<file path="src/rtl/bitxor_seq.sv">
// Program sequencer: steps through a small loadable {op, bit} program one entry per
// clock, issuing the opcode on inst and the running XOR of the data bits on ztonxor.
module bitxor_seq #(
    parameter int PROG_DEPTH = 16,
    parameter int ADDR_W     = 4
) (
    input  logic              clk,
    input  logic              reset,
    input  logic              load_en,
    input  logic [ADDR_W-1:0] load_addr,
    input  logic [1:0]        load_op,
    input  logic              load_bit,
    input  logic              start,
    output logic [1:0]        inst,
    output logic              ztonxor,
    output logic              busy,
    output logic              done,
    output logic [ADDR_W-1:0] pc
);

    localparam logic [1:0]        OP_HALT = 2'b01;
    localparam logic [ADDR_W-1:0] PC_LAST = ADDR_W'(PROG_DEPTH - 1);

    typedef enum logic [1:0] {
        S_IDLE,
        S_RUN,
        S_DONE
    } state_t;

    typedef struct packed {
        logic [1:0] op;
        logic       dat;
    } entry_t;

    entry_t            mem [PROG_DEPTH];
    state_t            state, state_nx;
    logic [ADDR_W-1:0] pc_nx;
    logic [1:0]        inst_nx;
    logic              acc, acc_nx;
    logic              wr;
    logic              last;
    entry_t            wr_entry, first_entry, cur_entry, next_entry;

    function automatic logic [1:0] fwd(input logic [1:0] op);
        return (op == OP_HALT) ? 2'b00 : op;
    endfunction

    assign wr       = load_en && (state != S_RUN);
    assign wr_entry = {load_op, load_bit};

    // Write-first on entry 0 so a same-edge load and start runs the new value.
    assign first_entry = (wr && load_addr == '0) ? wr_entry : mem[0];
    assign cur_entry   = mem[pc];
    assign next_entry  = mem[pc + 1'b1];
    assign last        = (cur_entry.op == OP_HALT) || (pc == PC_LAST);

    // Program storage is deliberately left out of reset.
    always_ff @(posedge clk) begin
        if (wr) mem[load_addr] <= wr_entry;
    end

    always_ff @(posedge clk) begin
        if (reset) begin
            state <= S_IDLE;
            pc    <= '0;
            acc   <= 1'b0;
            inst  <= 2'b00;
        end else begin
            state <= state_nx;
            pc    <= pc_nx;
            acc   <= acc_nx;
            inst  <= inst_nx;
        end
    end

    // acc already holds the prefix XOR through the entry at pc, so it drives ztonxor directly.
    always_comb begin
        state_nx = state;
        pc_nx    = pc;
        acc_nx   = acc;
        inst_nx  = 2'b00;
        case (state)
            S_IDLE, S_DONE: begin
                if (start) begin
                    state_nx = S_RUN;
                    pc_nx    = '0;
                    acc_nx   = first_entry.dat;
                    inst_nx  = fwd(first_entry.op);
                end
            end
            S_RUN: begin
                if (last) begin
                    state_nx = S_DONE;
                end else begin
                    pc_nx   = pc + 1'b1;
                    acc_nx  = acc ^ next_entry.dat;
                    inst_nx = fwd(next_entry.op);
                end
            end
            default: state_nx = S_IDLE;
        endcase
    end

    assign ztonxor = acc;
    assign busy    = (state == S_RUN);
    assign done    = (state == S_DONE);

endmodule
</file>
<file path="config.mk">
export PLATFORM = sky130hd
export DESIGN_NAME = bitxor_seq
export DESIGN_NICKNAME = d
export VERILOG_FILES = /design/src/rtl/bitxor_seq.sv
export SDC_FILE = /design/constraint.sdc
export NUM_CORES = 1
export LEC_CHECK = 0
export BUFFER_PORTS_ARGS = -buffer_cell sky130_fd_sc_hd__buf_2
export CAP_MARGIN = 10
export CORE_MARGIN = 3
export CORE_UTILIZATION = 45
export DETAILED_ROUTE_END_ITERATION = 16
export MAX_ROUTING_LAYER = met4
export PLACE_DENSITY_LB_ADDON = 0.05
export SYNTH_ARGS = -nofsm -noshare
export SYNTH_HDL_FRONTEND = slang
export SYNTH_SLANG_ARGS = --single-unit
</file>
<file path="constraint.sdc">
create_clock -name clk -period 3 [get_ports clk]
set_clock_uncertainty 0.15 [all_clocks]
set_input_delay 0.9 -clock clk [delete_from_list [all_inputs] [get_ports clk]]
set_output_delay 0.9 -clock clk [all_outputs]
set_load 0.01 [all_outputs]
</file>
Word-level counts from Yosys, hierarchy flattened
Memories as Yosys holds them, arrays and structs flattened. A register that Yosys moved wholly into a read port is not among the register bits.
Index checks and enable logic that the tools add are counted.
- add/subtract/negate cells: 1
- $mul: 0
- div/mod/pow operators: 0
- order comparisons: 0
- equal/unequal tests: 10
- shift operators: 0
- mux-type cells: 19
- bitwise logic cells: 1
- reduce and logical (&&, ||, !) cells: 9
- operator list (operator ; number):
    two-way mux 4 bit ; 4
    two-way mux 2 bit ; 6
    == test 2 x 1 -> 1 bit (second input constant) ; 4
    one-hot mux 2 bit (2 select lines) ; 2
    one-hot mux 4 bit (2 select lines) ; 1
    adder 4 x 1 -> 4 bit (second input constant) ; 1
    == test 4 bit (second input constant) ; 1
    logical NOT 4 bit ; 1
    two-way mux 1 bit ; 4
    != test 2 x 1 -> 1 bit (second input constant) ; 2
    != test 2 bit (second input constant) ; 2
    two-way mux 3 bit ; 1
    AND reduction 3 bit ; 1
    == test 2 bit (second input constant) ; 1
    logical AND 1 bit ; 2
    logical NOT 2 bit ; 1
    one-hot mux 1 bit (2 select lines) ; 1
    AND reduction 2 bit ; 1
    nonzero test 2 bit ; 1
    OR reduction 2 bit ; 1
    logical OR 1 bit ; 1
    XOR 1 bit ; 1
- bits in registers: 9
- bits in latches: 0
- bits in writable memories: 48
- memory bits (read-only): 0
- input bits: 11
- output and inout port bits: 9
- word-level logic and storage cells: 45
- memories: 1
- memories (name ; depth ; width ; rd ports ; clocked after Yosys merged registers in ; wr ports ; line ; text):
    mem ; 16 ; 3 ; 3 ; 1 ; 1 ; 35 ; entry_t mem [PROG_DEPTH];

Depth between registers and ports, before layout
- depth in word-level cells: 8
- depth in mapped cells: 8
- gate-level depth less buffers: 7

Worst setup path before layout
No wires, ideal clock.
- path kind: reg2reg
- start point: reg pc[0]
- end point: reg inst[0]
- setup time: 0.115 ns
- arrival: 1.901 ns
- required time: 2.735 ns
- slack: 0.835 ns
- cell stages (with the launch flop): 7
- path buffers: 1
- clock period less this slack: 2.165 ns
- cells stage by stage: dfxtp_1 ha_1 clkbuf_8 mux4_2 mux4_2 nor3b_1 o21a_1
- longest elaborated chain between the ends: 6
- elaborated cells on any way between the ends: 8
- classes of those cells: 1 x add/sub; 2 x eq/ne; 3 x mux; 1 x reduce/logical; 1 x memory
- RTL lines (what ; line ; text):
    start, declared ; 18 ; output logic [ADDR_W-1:0] pc
    start signal, assigned ; 70 ; pc <= pc_nx;
    adder 4 x 1 -> 4 bit ; 54 ; assign next_entry = mem[pc + 1'b1];
    memory (16 x 3 bit) ; -- ;
    == test 2 x 1 -> 1 bit ; 45 ; return (op == OP_HALT) ? 2'b00 : op;
    two-way mux 2 bit ; 45 ;
    two-way mux 2 bit * ; 92 ; if (last) begin
    one-hot mux 2 bit (2 select lines) * ; 82 ; case (state)
    end signal, assigned ; 72 ; inst <= inst_nx;
    end, declared ; 14 ; output logic [1:0] inst,
Every way passes the cells marked *; elsewhere a longest branch is shown, timed or not.
A chain may end at the register's enable or synchronous reset.

Final worst setup path
- start point: reg state[1]
- end point: out busy
- longest elaborated chain between the ends: 1
- RTL lines (what ; line ; text):
    start, declared ; 36 ; state_t state, state_nx;
    start signal, assigned ; 69 ; state <= state_nx;
    == test 2 x 1 -> 1 bit ; 105 ; assign busy = (state == S_RUN);
    end, declared ; 16 ; output logic busy,
Every way passes these cells.

==> impl_summary.txt <==
----------------------------------------------------
[Final layout]
  Layout Area Growth over Synthesis ... 11.3%
  Number of inserted diodes ... 0
  Filler cell count ... 527
  Area occupied by registers ... 1700 um2
  Count of nets after finishing ... 231
  Ratio of cells with drive above 1 in the final layout ... 22.8%
  Non-Filler Cell Area, Final ... 3170 um2
  Area used by multi-input combinational logic ... 1030 um2

[STA]
  Total setup violations reported at the end of the flow ... 0
  Peak Freq ... 406 MHz
  Transition at the pin with the smallest max-transition slack ... 0.554 ns
  Number of hold violations in the final report ... 0
  Clock period minus final worst setup slack ... 2.46 ns
  Setup repair after global routing missed its margin ... false
  Share of the clock period used by the worst path ... 82.1%
  Headroom to the max-slew limit ... 62.8%
  Final Max Slew Viols ... 0
  Total negative slack ... 0 ns

[Floorplan]
  FP Rows ... 28
  Total core area ... 6030 um2
  Die Y-Extent ... 85.6 um
  Initial cell density of the core ... 47.3%
  Number of I/O pins ... 20
  Die width ... 85.6 um
  Die footprint ... 7320 um2

[Yosys]
  Leading post-synthesis cells by instance count ... sky130_fd_sc_hd__edfxtp_1 (48), sky130_fd_sc_hd__nor2_1 (19), sky130_fd_sc_hd__dfxtp_1 (13)
  Top cell type's share of synthesized area ... 50.6%
  Avg Inst Size Synth ... 14.6 um2
  Primary FF master, synth ... sky130_fd_sc_hd__edfxtp_1
  Post-synthesis net count ... 207
  Cell count after synthesis ... 195
  Async SR Flop Fraction ... 0%
  Yosys cell types ... 51
  Post-synthesis cell area ... 2850 um2
  Most instantiated library cell after synthesis ... sky130_fd_sc_hd__edfxtp_1
  Yosys warnings ... 0
  #FFs+latches synth ... 61
  Synth area leader ... sky130_fd_sc_hd__edfxtp_1
  Part of the Yosys area used for sequential elements ... 59.7%
  Number of synthesized flops with an enable pin ... 48
  Area contributors post-synth ... sky130_fd_sc_hd__edfxtp_1 (51%), sky130_fd_sc_hd__dfxtp_1 (9.1%), sky130_fd_sc_hd__mux4_1 (7.4%)

[CTS]
  Buffers from clock root to sink, at most ... 2
  Clock insertion delay at the later pin of the skew report ... 0.34 ns
  H-tree depth ... 3
  Hold-fix buffer count after cts ... 0
  Buffer cell driving the clock tree root ... sky130_fd_sc_hd__clkbuf_8
  Count of buffers added by post-CTS timing repair for setup ... 0
  TritonCTS clock tree ... done
  CTS clock-pin slew for the worst setup and hold paths ... 0.07 ns
  Sinks on the clock net ... 61
  Number of gates given a new drive strength after cts ... 0
  Clock buffers created by TritonCTS ... 9

[Placed design]
  DP Wirelength ... 4360 um
  Placer's final routability congestion estimate ... 0.841
  Port Buffers ... 19
  Standard cell area after detailed placement ... 2960 um2

[Critical path]
  Max stage delay on crit path ... 0.34 ns
  Critical path required time ... 1.95 ns
  Type of element capturing the critical path ... output port
  Slowest cell on the critical path ... sky130_fd_sc_hd__dfxtp_1
  Path type of the worst setup path ... reg2out
  Worst-path cell chain ... nand2b_1 -> inv_1 -> buf_2
  Critical path peak fanout ... 7
  Setup crit start kind ... register
  CP bufs+invs ... 2
  Cell family contributing the most delay on the critical path ... buffers and inverters
  Arrival time of the worst setup path ... 1.41 ns

[Route]
  Via density per instance ... 5.72
  Remaining antenna violation count after routing ... 0
  First-pass iteration count of the detailed router ... 4
  Iter 0 DRT Violations ... 106
  Wire per inst ... 19.8 um
  Total routed wirelength ... 5920 um
  Residual DRC ... 0
  Via count of the routed design ... 1,709

[Global route]
  Overall routing resource usage ... 18.6%
  Initial antenna violation count ... 0
  Total overflow reported by the global router ... 0
  Wire length of the first global-routing pass ... 9720 um
  Via count of the first global-routing pass ... 1,770
  Largest net degree at the start of global routing ... 19

[Power]
  VDD IR max ... 0.000257 V
  Cell leakage power ... 1.10 nW
  Power density over the cells ... 582 nW/um2

[Status]
  Run status ... completed

[Min path]
  Hold crit path type ... reg2reg

[Flow run]
  Maximum Capacitance Violations ... 0

----------------------------------------------------
[path summary, 6_finish.rpt]
kind                            startpoint      end  slack, ns  cells past startpoint
worst max-delay path              state[1]     busy       0.54                      3
worst min-delay path               ztonxor  ztonxor       0.36                      2
worst max register to register       pc[1]  ztonxor       0.56                      7
worst min register to register     ztonxor  ztonxor       0.36                      2
[kinds of logic after synthesis]
kind of cell	count (synthesis)	share of synthesized area, %
fa+ha+maj	1	0.439
mux	17	12.8
buf+inv	13	4.21
flops	61	59.7
compound gates	27	6.85
xor+xnor	3	1.45
simple gates	73	14.6
[metrics by stage]
stage | std cells | utilization [%] | worst slack [ns] | total power [mW] | hold WS [ns]
after floorplan | 195 | - | 0.835 | 1.04 | 0.352
after global placement | 283 | 49.1 | 0.589 | 1.08 | 0.342
after detailed placement | 283 | 49.1 | 0.558 | 1.08 | 0.348
after CTS | 299 | 52.6 | 0.535 | 1.86 | 0.360
after global routing | 299 | 52.6 | 0.368 | 1.92 | 0.408
final | 299 | 52.6 | 0.538 | 1.85 | 0.361
[state kept, by name (all words and copies together) (netlist names), named ones only]
name	cells
pc	4
ztonxor	1
state	2
mem	48
inst	2
[layer usage]
metal	part of all wire, %	GRT usage, %
met2	47	28.2
met4	1.7	6.91
met5	0	-
met1	46	23.5
met3	5.5	5.86
[worst register-to-register path, stage by stage, from the launching register on]
cell and delay, ns:
sky130_fd_sc_hd__dfxtp_1 0.34, sky130_fd_sc_hd__ha_1 0.47, sky130_fd_sc_hd__buf_4 0.24, sky130_fd_sc_hd__mux4_2 0.51
sky130_fd_sc_hd__mux2i_1 0.22, sky130_fd_sc_hd__a2111oi_0 0.15, sky130_fd_sc_hd__o2bb2ai_1 0.16, sky130_fd_sc_hd__o22ai_1 0.08
[cells in the final DEF (no fill, tap or decap), types with 8 or more instances in the layout]
master and count:
sky130_fd_sc_hd__clkbuf_8 9, sky130_fd_sc_hd__buf_2 19, sky130_fd_sc_hd__mux4_1 8, sky130_fd_sc_hd__nand2_1 10, sky130_fd_sc_hd__nor2_1 19, sky130_fd_sc_hd__edfxtp_1 48, sky130_fd_sc_hd__dfxtp_1 13, sky130_fd_sc_hd__a21oi_1 8
[power by group]
part           leakage (nW)  internal, mW  switching [mW]
sequential            0.539         0.925          0.0100
combinational         0.450        0.0526          0.0727
clock                 0.110         0.467           0.319
[area by class of cell]
class                      count  area share, %
sequential                    61           53.6
multi-input combinational    121           32.4
clock buffer                  10           4.02
timing repair buffer          22           3.71
tap                           75           2.96
clock inverter                 6           2.76
inverter                       4          0.473
Note: power is estimated with default switching activity, not from simulation.
